<file path="config.mk">
export PLATFORM = sky130hd
export DESIGN_NAME = fifo_rd_stream_flat
export DESIGN_NICKNAME = d
export VERILOG_FILES = /design/src/rtl/fifo_rd_stream_pkg.sv /design/src/rtl/fifo_rd_stream_if.sv /design/src/rtl/fifo_rd_stream.sv /design/src/flat_wrapper.sv
export SDC_FILE = /design/constraint.sdc
export NUM_CORES = 1
export LEC_CHECK = 0
export ABC_CLOCK_PERIOD_IN_PS = 2000
export CAP_MARGIN = 20
export CORE_UTILIZATION = 40
export DETAILED_ROUTE_END_ITERATION = 6
export PLACE_DENSITY = 0.67
export SLEW_MARGIN = 20
export SYNTH_ARGS = -nofsm -noshare
export SYNTH_HDL_FRONTEND = slang
export SYNTH_SLANG_ARGS = --single-unit
</file>
<file path="constraint.sdc">
create_clock -name rclk -period 2 [get_ports rclk]
set_input_delay 0.3 -clock rclk [delete_from_list [all_inputs] [get_ports rclk]]
set_output_delay 0.3 -clock rclk [all_outputs]
set_load 0.02 [all_outputs]
</file>
<file path="src/rtl/fifo_rd_stream_pkg.sv">
// Shared definitions for the FIFO read-side stream adapter.
//   DATASIZE    : width of FIFO read data and stream data
//   buf_state_t : occupancy state of the 2-entry skid buffer
//   occ_of()    : maps a buffer state to its entry count
package definitions;

  localparam int DATASIZE = 8;

  typedef enum logic [1:0] {
    EMPTY = 2'd0,
    ONE   = 2'd1,
    TWO   = 2'd2
  } buf_state_t;

  function automatic logic [1:0] occ_of(input buf_state_t s);
    logic [1:0] n;
    n = 2'd0;
    case (s)
      ONE:     n = 2'd1;
      TWO:     n = 2'd2;
      default: n = 2'd0;
    endcase
    return n;
  endfunction

endpackage

</file>
<file path="src/rtl/fifo_rd_stream_if.sv">
// Valid/ready stream carrying FIFO words to a downstream consumer.
//   m_data  : stream beat data (DATASIZE bits)
//   m_valid : m_data holds a valid beat
//   m_ready : consumer accepts the beat; transfer on valid & ready
// Modports: master = producer (fifo_rd_stream), slave = consumer.
interface fifo_rd_stream_if;
  import definitions::*;

  logic [DATASIZE-1:0] m_data;
  logic                m_valid;
  logic                m_ready;

  modport master (output m_data, output m_valid, input m_ready);
  modport slave  (input m_data, input m_valid, output m_ready);

endinterface

</file>
<file path="src/rtl/fifo_rd_stream.sv">
// Read-side adapter that pops an async FIFO into a valid/ready stream
// through a 2-entry buffer (head presented on the stream, tail as skid).
// Ports:
//   rclk, rrst_n : read clock, async-assert/sync-release active-low reset
//   rdata        : FIFO read data, valid while rempty is low
//   rempty       : FIFO empty flag
//   rinc         : FIFO pop request (combinational, independent of m_ready)
//   flush        : synchronous discard of buffered entries
//   m            : stream master (m_data, m_valid, m_ready)
//   occ          : buffered entry count 0..2
//   beat_cnt     : count of accepted stream transfers, wraps at 2^CNTW
module fifo_rd_stream
  import definitions::*;
#(
  parameter int CNTW = 16
) (
  input  logic                rclk,
  input  logic                rrst_n,
  input  logic [DATASIZE-1:0] rdata,
  input  logic                rempty,
  output logic                rinc,
  input  logic                flush,
  fifo_rd_stream_if.master    m,
  output logic [1:0]          occ,
  output logic [CNTW-1:0]     beat_cnt
);

  buf_state_t          state_q, state_d;
  logic [DATASIZE-1:0] head_q, tail_q;
  logic                run_q;
  logic                valid_q;
  logic [1:0]          occ_q;
  logic [CNTW-1:0]     cnt_q;

  logic push, pop;
  logic ld_head, ld_tail, mv_tail;

  // Popping only while a slot is guaranteed free keeps rinc off the
  // m_ready path; TWO never pops, so a full buffer simply waits.
  assign rinc = run_q & ~rempty & ~flush & (state_q != TWO);
  assign push = rinc;
  assign pop  = valid_q & m.m_ready;

  always_comb begin
    state_d = state_q;
    ld_head = 1'b0;
    ld_tail = 1'b0;
    mv_tail = 1'b0;
    if (flush) begin
      state_d = EMPTY;
    end else begin
      case (state_q)
        EMPTY: begin
          if (push) begin
            ld_head = 1'b1;
            state_d = ONE;
          end
        end
        ONE: begin
          if (push && !pop) begin
            ld_tail = 1'b1;
            state_d = TWO;
          end else if (pop && !push) begin
            state_d = EMPTY;
          end else if (push && pop) begin
            ld_head = 1'b1;
          end
        end
        TWO: begin
          if (pop) begin
            mv_tail = 1'b1;
            state_d = ONE;
          end
        end
        default: state_d = EMPTY;
      endcase
    end
  end

  // Control state; valid/occ are registered copies of the next state so
  // every stream output comes straight from a flop.
  always_ff @(posedge rclk or negedge rrst_n) begin
    if (!rrst_n) begin
      state_q <= EMPTY;
      valid_q <= 1'b0;
      occ_q   <= 2'd0;
      run_q   <= 1'b0;
    end else begin
      state_q <= state_d;
      valid_q <= (state_d != EMPTY);
      occ_q   <= occ_of(state_d);
      run_q   <= 1'b1;
    end
  end

  // Buffer storage and transfer counter; a pop during flush still counts.
  always_ff @(posedge rclk or negedge rrst_n) begin
    if (!rrst_n) begin
      head_q <= '0;
      tail_q <= '0;
      cnt_q  <= '0;
    end else begin
      if (ld_head) begin
        head_q <= rdata;
      end else if (mv_tail) begin
        head_q <= tail_q;
      end
      if (ld_tail) begin
        tail_q <= rdata;
      end
      if (pop) begin
        cnt_q <= cnt_q + CNTW'(1);
      end
    end
  end

  assign m.m_data  = head_q;
  assign m.m_valid = valid_q;
  assign occ       = occ_q;
  assign beat_cnt  = cnt_q;

endmodule

</file>
<file path="src/flat_wrapper.sv">
// flat-port wrapper written by rule: the top's interface ports become plain ports
module fifo_rd_stream_flat import definitions::*;
#(
  parameter int CNTW = 16
)
  (rclk, rrst_n, rdata, rempty, rinc, flush, occ, beat_cnt, m_m_data, m_m_valid, m_m_ready);
  fifo_rd_stream_if m_i ();
  input  logic rclk;
  input  logic rrst_n;
  input  logic [DATASIZE-1:0] rdata;
  input  logic rempty;
  output logic rinc;
  input  logic flush;
  output logic [1:0] occ;
  output logic [CNTW-1:0] beat_cnt;
  output wire logic [$bits(m_i.m_data)-1:0] m_m_data;
  output wire logic [$bits(m_i.m_valid)-1:0] m_m_valid;
  input wire logic [$bits(m_i.m_ready)-1:0] m_m_ready;
  assign m_m_data = m_i.m_data;
  assign m_m_valid = m_i.m_valid;
  assign m_i.m_ready = m_m_ready;
  fifo_rd_stream #(.CNTW(CNTW)) u_core (.rclk(rclk), .rrst_n(rrst_n), .rdata(rdata), .rempty(rempty), .rinc(rinc), .flush(flush), .m(m_i), .occ(occ), .beat_cnt(beat_cnt));
endmodule
</file>
# Word level (Yosys, flattened, before mapping)
# Cells that the tools add are included.
# word_totals
reg_bits,38
in_bits,13
output_inout_bits,28
# classes
n_addsub,1
n_eq_ne,5
n_mux,21
bitwise,6
n_reduce_logical,8
# ops
operator,n
$add A16 B1 Y16 const B,1
$mux W8,2
$mux W1,11
$mux W2,5
$pmux W2 S3,1
$and A1 B1 Y1,4
$eq A2 B1 Y1 const B,2
$eq A2 B2 Y1 const B,2
$pmux W2 S2,1
$reduce_bool A2 Y1,2
$logic_and A1 B1 Y1,3
$logic_not A1 Y1,2
$logic_not A2 Y1,1
$ne A2 B2 Y1 const B,1
$not A1 Y1,2
$pmux W1 S2,1

# Depth between registers and ports, before layout
# logic_depth
word_depth,12
mapped_depth,5
depth_no_buf,5

# Least setup slack after synthesis
# Ideal clock, no wire load.
# synth_timing
path_type,register -> register
start,"register u_core.cnt_q[3], in the netlist u_core.beat_cnt[3]"
end,"register u_core.cnt_q[13], in the netlist u_core.beat_cnt[13]"
setup_time_ps,129
arrival_ps,1304
setup_slack_ps,567
stages_incl_launch_ff,5
path_cell_list,dfrtp_1 nand4_1 nor4_2 nand3_1 xnor2_1
# synth_between
elab_chain_cells,1
# synth_lines
element,line,rtl
start: declaration,fifo_rd_stream.sv:33,logic [CNTW-1:0] cnt_q;
start signal: assignment,fifo_rd_stream.sv:112,cnt_q <= cnt_q + CNTW'(1);
$add A16 B1 Y16,fifo_rd_stream.sv:112,
# Every way passes these cells.
# A chain may end at the register's enable or synchronous reset.

# Worst setup path after layout
# layout_timing
start,register u_core.state_q[1]
end,output port rinc
# layout_between
elab_chain_cells,2
# layout_lines
element,line,rtl
start: declaration,fifo_rd_stream.sv:28,"buf_state_t state_q, state_d;"
start signal: assignment,fifo_rd_stream.sv:89,state_q <= state_d;
$ne A2 B2 Y1,fifo_rd_stream.sv:40,assign rinc = run_q & ~rempty & ~flush & (state_q != TWO);
$and A1 B1 Y1,fifo_rd_stream.sv:40,
end: declaration,flat_wrapper.sv:12,output logic rinc;
# Every way passes these cells.

==> reports/metrics.json <==
{
  "run_status": {"value": "completed"},
  "power-per-cell-area": {"value": 907, "unit": "nW/um2"},
  "finalWeightedCongestion": {"value": 0.786},
  "worstMarginPinSlew": {"value": 0.842, "unit": "ns"},
  "slew_headroom": {"value": 43.9, "unit": "%"},
  "maximum_number_of_pins_on_one_net_before_global_route_repair": {"value": 39},
  "multiInputGateArea": {"value": 689, "unit": "um2"},
  "ant_nets": {"value": 0},
  "design_power_total": {"value": 2010, "unit": "uW"},
  "diodes": {"value": 0},
  "grt_pass1_wl": {"value": 5360, "unit": "um"},
  "drv_cap": {"value": 0},
  "tritoncts": {"value": "yes"},
  "floorplan.die.width": {"value": 66.3, "unit": "um"},
  "die_outline_area": {"value": 4400, "unit": "um2"},
  "drv_slew": {"value": 0},
  "htreeDepth": {"value": 2},
  "nNetsFinal": {"value": 192},
  "synthMostInstantiatedCell": {"value": "sky130_fd_sc_hd__dfrtp_1"},
  "drt_wl_total": {"value": 3260, "unit": "um"},
  "setup.worst_path.end_class": {"value": "primary output"},
  "drtPass1Iterations": {"value": 4},
  "place.detailed.hpwl": {"value": 2360, "unit": "um"},
  "fmaxAchievable": {"value": 559, "unit": "MHz"},
  "worstPathRequired": {"value": 1.70, "unit": "ns"},
  "synthesis.yosys.warnings": {"value": 0},
  "syn-num-nets": {"value": 142},
  "number_of_top_level_design_ports": {"value": 41},
  "synth-async-reset-ratio": {"value": 100, "unit": "%"},
  "synth_seq_cells": {"value": 38},
  "postCtsHoldBufs": {"value": 0},
  "netlist-cell-type-count": {"value": 32},
  "netlist_top_cells_count": {"value": "sky130_fd_sc_hd__dfrtp_1, sky130_fd_sc_hd__xnor2_1, sky130_fd_sc_hd__a21o_1"},
  "unrepaired_setup_endpoints_after_global_routing": {"value": "no"},
  "post_drt_via_cell_ratio": {"value": 5.11},
  "total_area_of_sequential_cells": {"value": 951, "unit": "um2"},
  "cts-root-buf": {"value": "sky130_fd_sc_hd__clkbuf_8"},
  "row_count": {"value": 23},
  "post-place-cells": {"value": 221},
  "synth_area_per_cell": {"value": 12.9, "unit": "um2"},
  "netlist.area_leader.share": {"value": 57.4, "unit": "%"},
  "instances_no_fill": {"value": 227},
  "areaGrowthSynthToFinish": {"value": 33.7, "unit": "%"},
  "critPathArrivalTime": {"value": 1.49, "unit": "ns"},
  "number_of_buffers_added_by_the_clock_tree_synthesis_step": {"value": 5},
  "largest_cells_by_area_after_synthesis": {"value": "sky130_fd_sc_hd__dfrtp_1, sky130_fd_sc_hd__xnor2_1, sky130_fd_sc_hd__mux2_2, sky130_fd_sc_hd__a22o_1, sky130_fd_sc_hd__a21o_1"},
  "ff2ff_path_depth": {"value": 5},
  "detailroute.via_count": {"value": 1159},
  "clockBufferDepth": {"value": 2},
  "number_of_input_and_output_port_buffers_inserted": {"value": 40},
  "avgRoutedWirePerCell": {"value": 14.4, "unit": "um"},
  "first_global_vias": {"value": 1157},
  "syn_inst": {"value": 128},
  "chipHeight": {"value": 66.3, "unit": "um"},
  "final_hold_viol_count": {"value": 0},
  "r2r-end": {"value": "u_core.tail_q[6]"},
  "vdd.ir_drop.worst": {"value": 0.580, "unit": "mV"},
  "synth_largest_area_cell": {"value": "sky130_fd_sc_hd__dfrtp_1"},
  "number_of_enable_flip_flop_cells_after_synthesis": {"value": 0},
  "worst_setup_hold_path_clk_slew": {"value": 0.07, "unit": "ns"},
  "grt_antenna_before_repair": {"value": 0},
  "groute.usage.overall": {"value": 16.9, "unit": "%"},
  "drive_above_1_share": {"value": 16.4, "unit": "%"},
  "floorplan.initialDensity": {"value": 41.4, "unit": "%"},
  "origin_of_the_critical_flop_to_flop_path": {"value": "u_core.run_q"},
  "clock_sink_count": {"value": 38},
  "grt_overflow_total": {"value": 0},
  "tns": {"value": 0, "unit": "ns"},
  "first_iter_violations": {"value": 24},
  "power.static_leakage": {"value": 0.00103, "unit": "uW"},
  "setup.reg_to_reg.worst_slack": {"value": 0.48, "unit": "ns"},
  "hold_class": {"value": "in -> async"},
  "crit_path_class": {"value": "reg -> out"},
  "period_minus_slack": {"value": 1.79, "unit": "ns"},
  "syn-cell-area": {"value": 1660, "unit": "um2"},
  "ys.flop_type": {"value": "sky130_fd_sc_hd__dfrtp_1"},
  "setup_viol": {"value": 0},
  "final_cycle_share": {"value": 89.5, "unit": "%"},
  "critical_path.startpoint_type": {"value": "register"},
  "drcViolationCount": {"value": 0},
  "final.setup_skew": {"value": 0.00513, "unit": "ns"},
  "floorplan.core_area": {"value": 4000, "unit": "um2"},
  "sequential_fraction_of_the_synthesis_area": {"value": 57.4, "unit": "%"},
  "layout.filler_cells": {"value": 350},
  "timing.critical_path.fanout_max": {"value": 6},
  "clk_latency": {"value": 0.28, "unit": "ns"}
}
final cells by class:
type                            count  area share, %
Inverter                            1          0.170
Clock buffer                        6           3.73
Multi-Input combinational cell     88           31.1
Tap cell                           50           2.83
Sequential cell                    38           43.0
Timing Repair Buffer               44           19.2
layout by cell type, fill, tap and decap left out, types with 5 or more instances in the layout:
master,synthesis,routed
sky130_fd_sc_hd__dfrtp_1,38,38
sky130_fd_sc_hd__mux2_2,7,7
sky130_fd_sc_hd__clkbuf_8,0,6
sky130_fd_sc_hd__nor2_1,8,8
sky130_fd_sc_hd__xor2_1,6,6
sky130_fd_sc_hd__a22o_1,8,8
sky130_fd_sc_hd__clkdlybuf4s50_1,0,38
sky130_fd_sc_hd__xnor2_1,10,10
sky130_fd_sc_hd__nand2_1,7,7
sky130_fd_sc_hd__a21o_1,9,9
sky130_fd_sc_hd__nand4_1,5,5
metal layers:
metal	share of wire (%)	GRT usage (%)	vias to the layer above
met5	0	0	-
met4	1.6	7.18	0
met3	3.9	6.03	6
met2	50	27.0	25
met1	45	20.4	577
li1	-	-	551
critical path, stage by stage, from the launching register on:
cell and delay (ns):
sky130_fd_sc_hd__dfrtp_1 0.47, sky130_fd_sc_hd__nand2b_2 0.17, sky130_fd_sc_hd__nor3b_1 0.21, sky130_fd_sc_hd__dlygate4sd2_1 0.36
cells by family after synthesis:
logic type / synth area share (%)
simple gates: 15.8
flops: 57.4
compound gates: 10.3
xor+xnor: 8.47
mux: 6.12
buf+inv: 0.907
fa+ha+maj: 0.756
other cells: 0.227
per-stage QoR:
stage          util [%]  worst slack (ns)  hold slack, ns  cell area, um2
2_1_floorplan         -             0.567         0.00441            1660
3_3_place_gp       53.3            0.0693           0.428            2130
3_5_place_dp       53.3            0.0244           0.452            2130
4_1_cts            55.3             0.183           0.143            2210
5_1_grt            55.3             0.106           0.184            2210
6_report           55.3             0.210           0.119            2210
timing repair:
action,in CTS,in global routing
setup buffers,0,0
gates resized for setup,1,0
setup endpoints to repair,1,0
sequential cells by signal (all words and copies together), names as in the netlist:
register	flops
u_core.state_q	2
u_core.tail_q	8
u_core.run_q	1
u_core.m.m_valid	1
u_core.m.m_data	8
u_core.beat_cnt	16
u_core.occ	2
worst max path at each step:
stage,end,startpoint,slack [ns]
final,rinc,u_core.state_q[1],0.21
after CTS,rinc,u_core.state_q[1],0.18
after global routing,rinc,u_core.state_q[1],0.11
after floorplan,u_core.beat_cnt[13],u_core.beat_cnt[3],0.57
after global placement,rinc,rempty,0.07
after detailed placement,rinc,rempty,0.02
where the power goes:
part | switching, uW | internal [uW]
clock network | 242 | 265
logic | 233 | 268
registers | 100 | 900
total | 575 | 1430
Note: power is estimated with default switching activity, not from simulation.
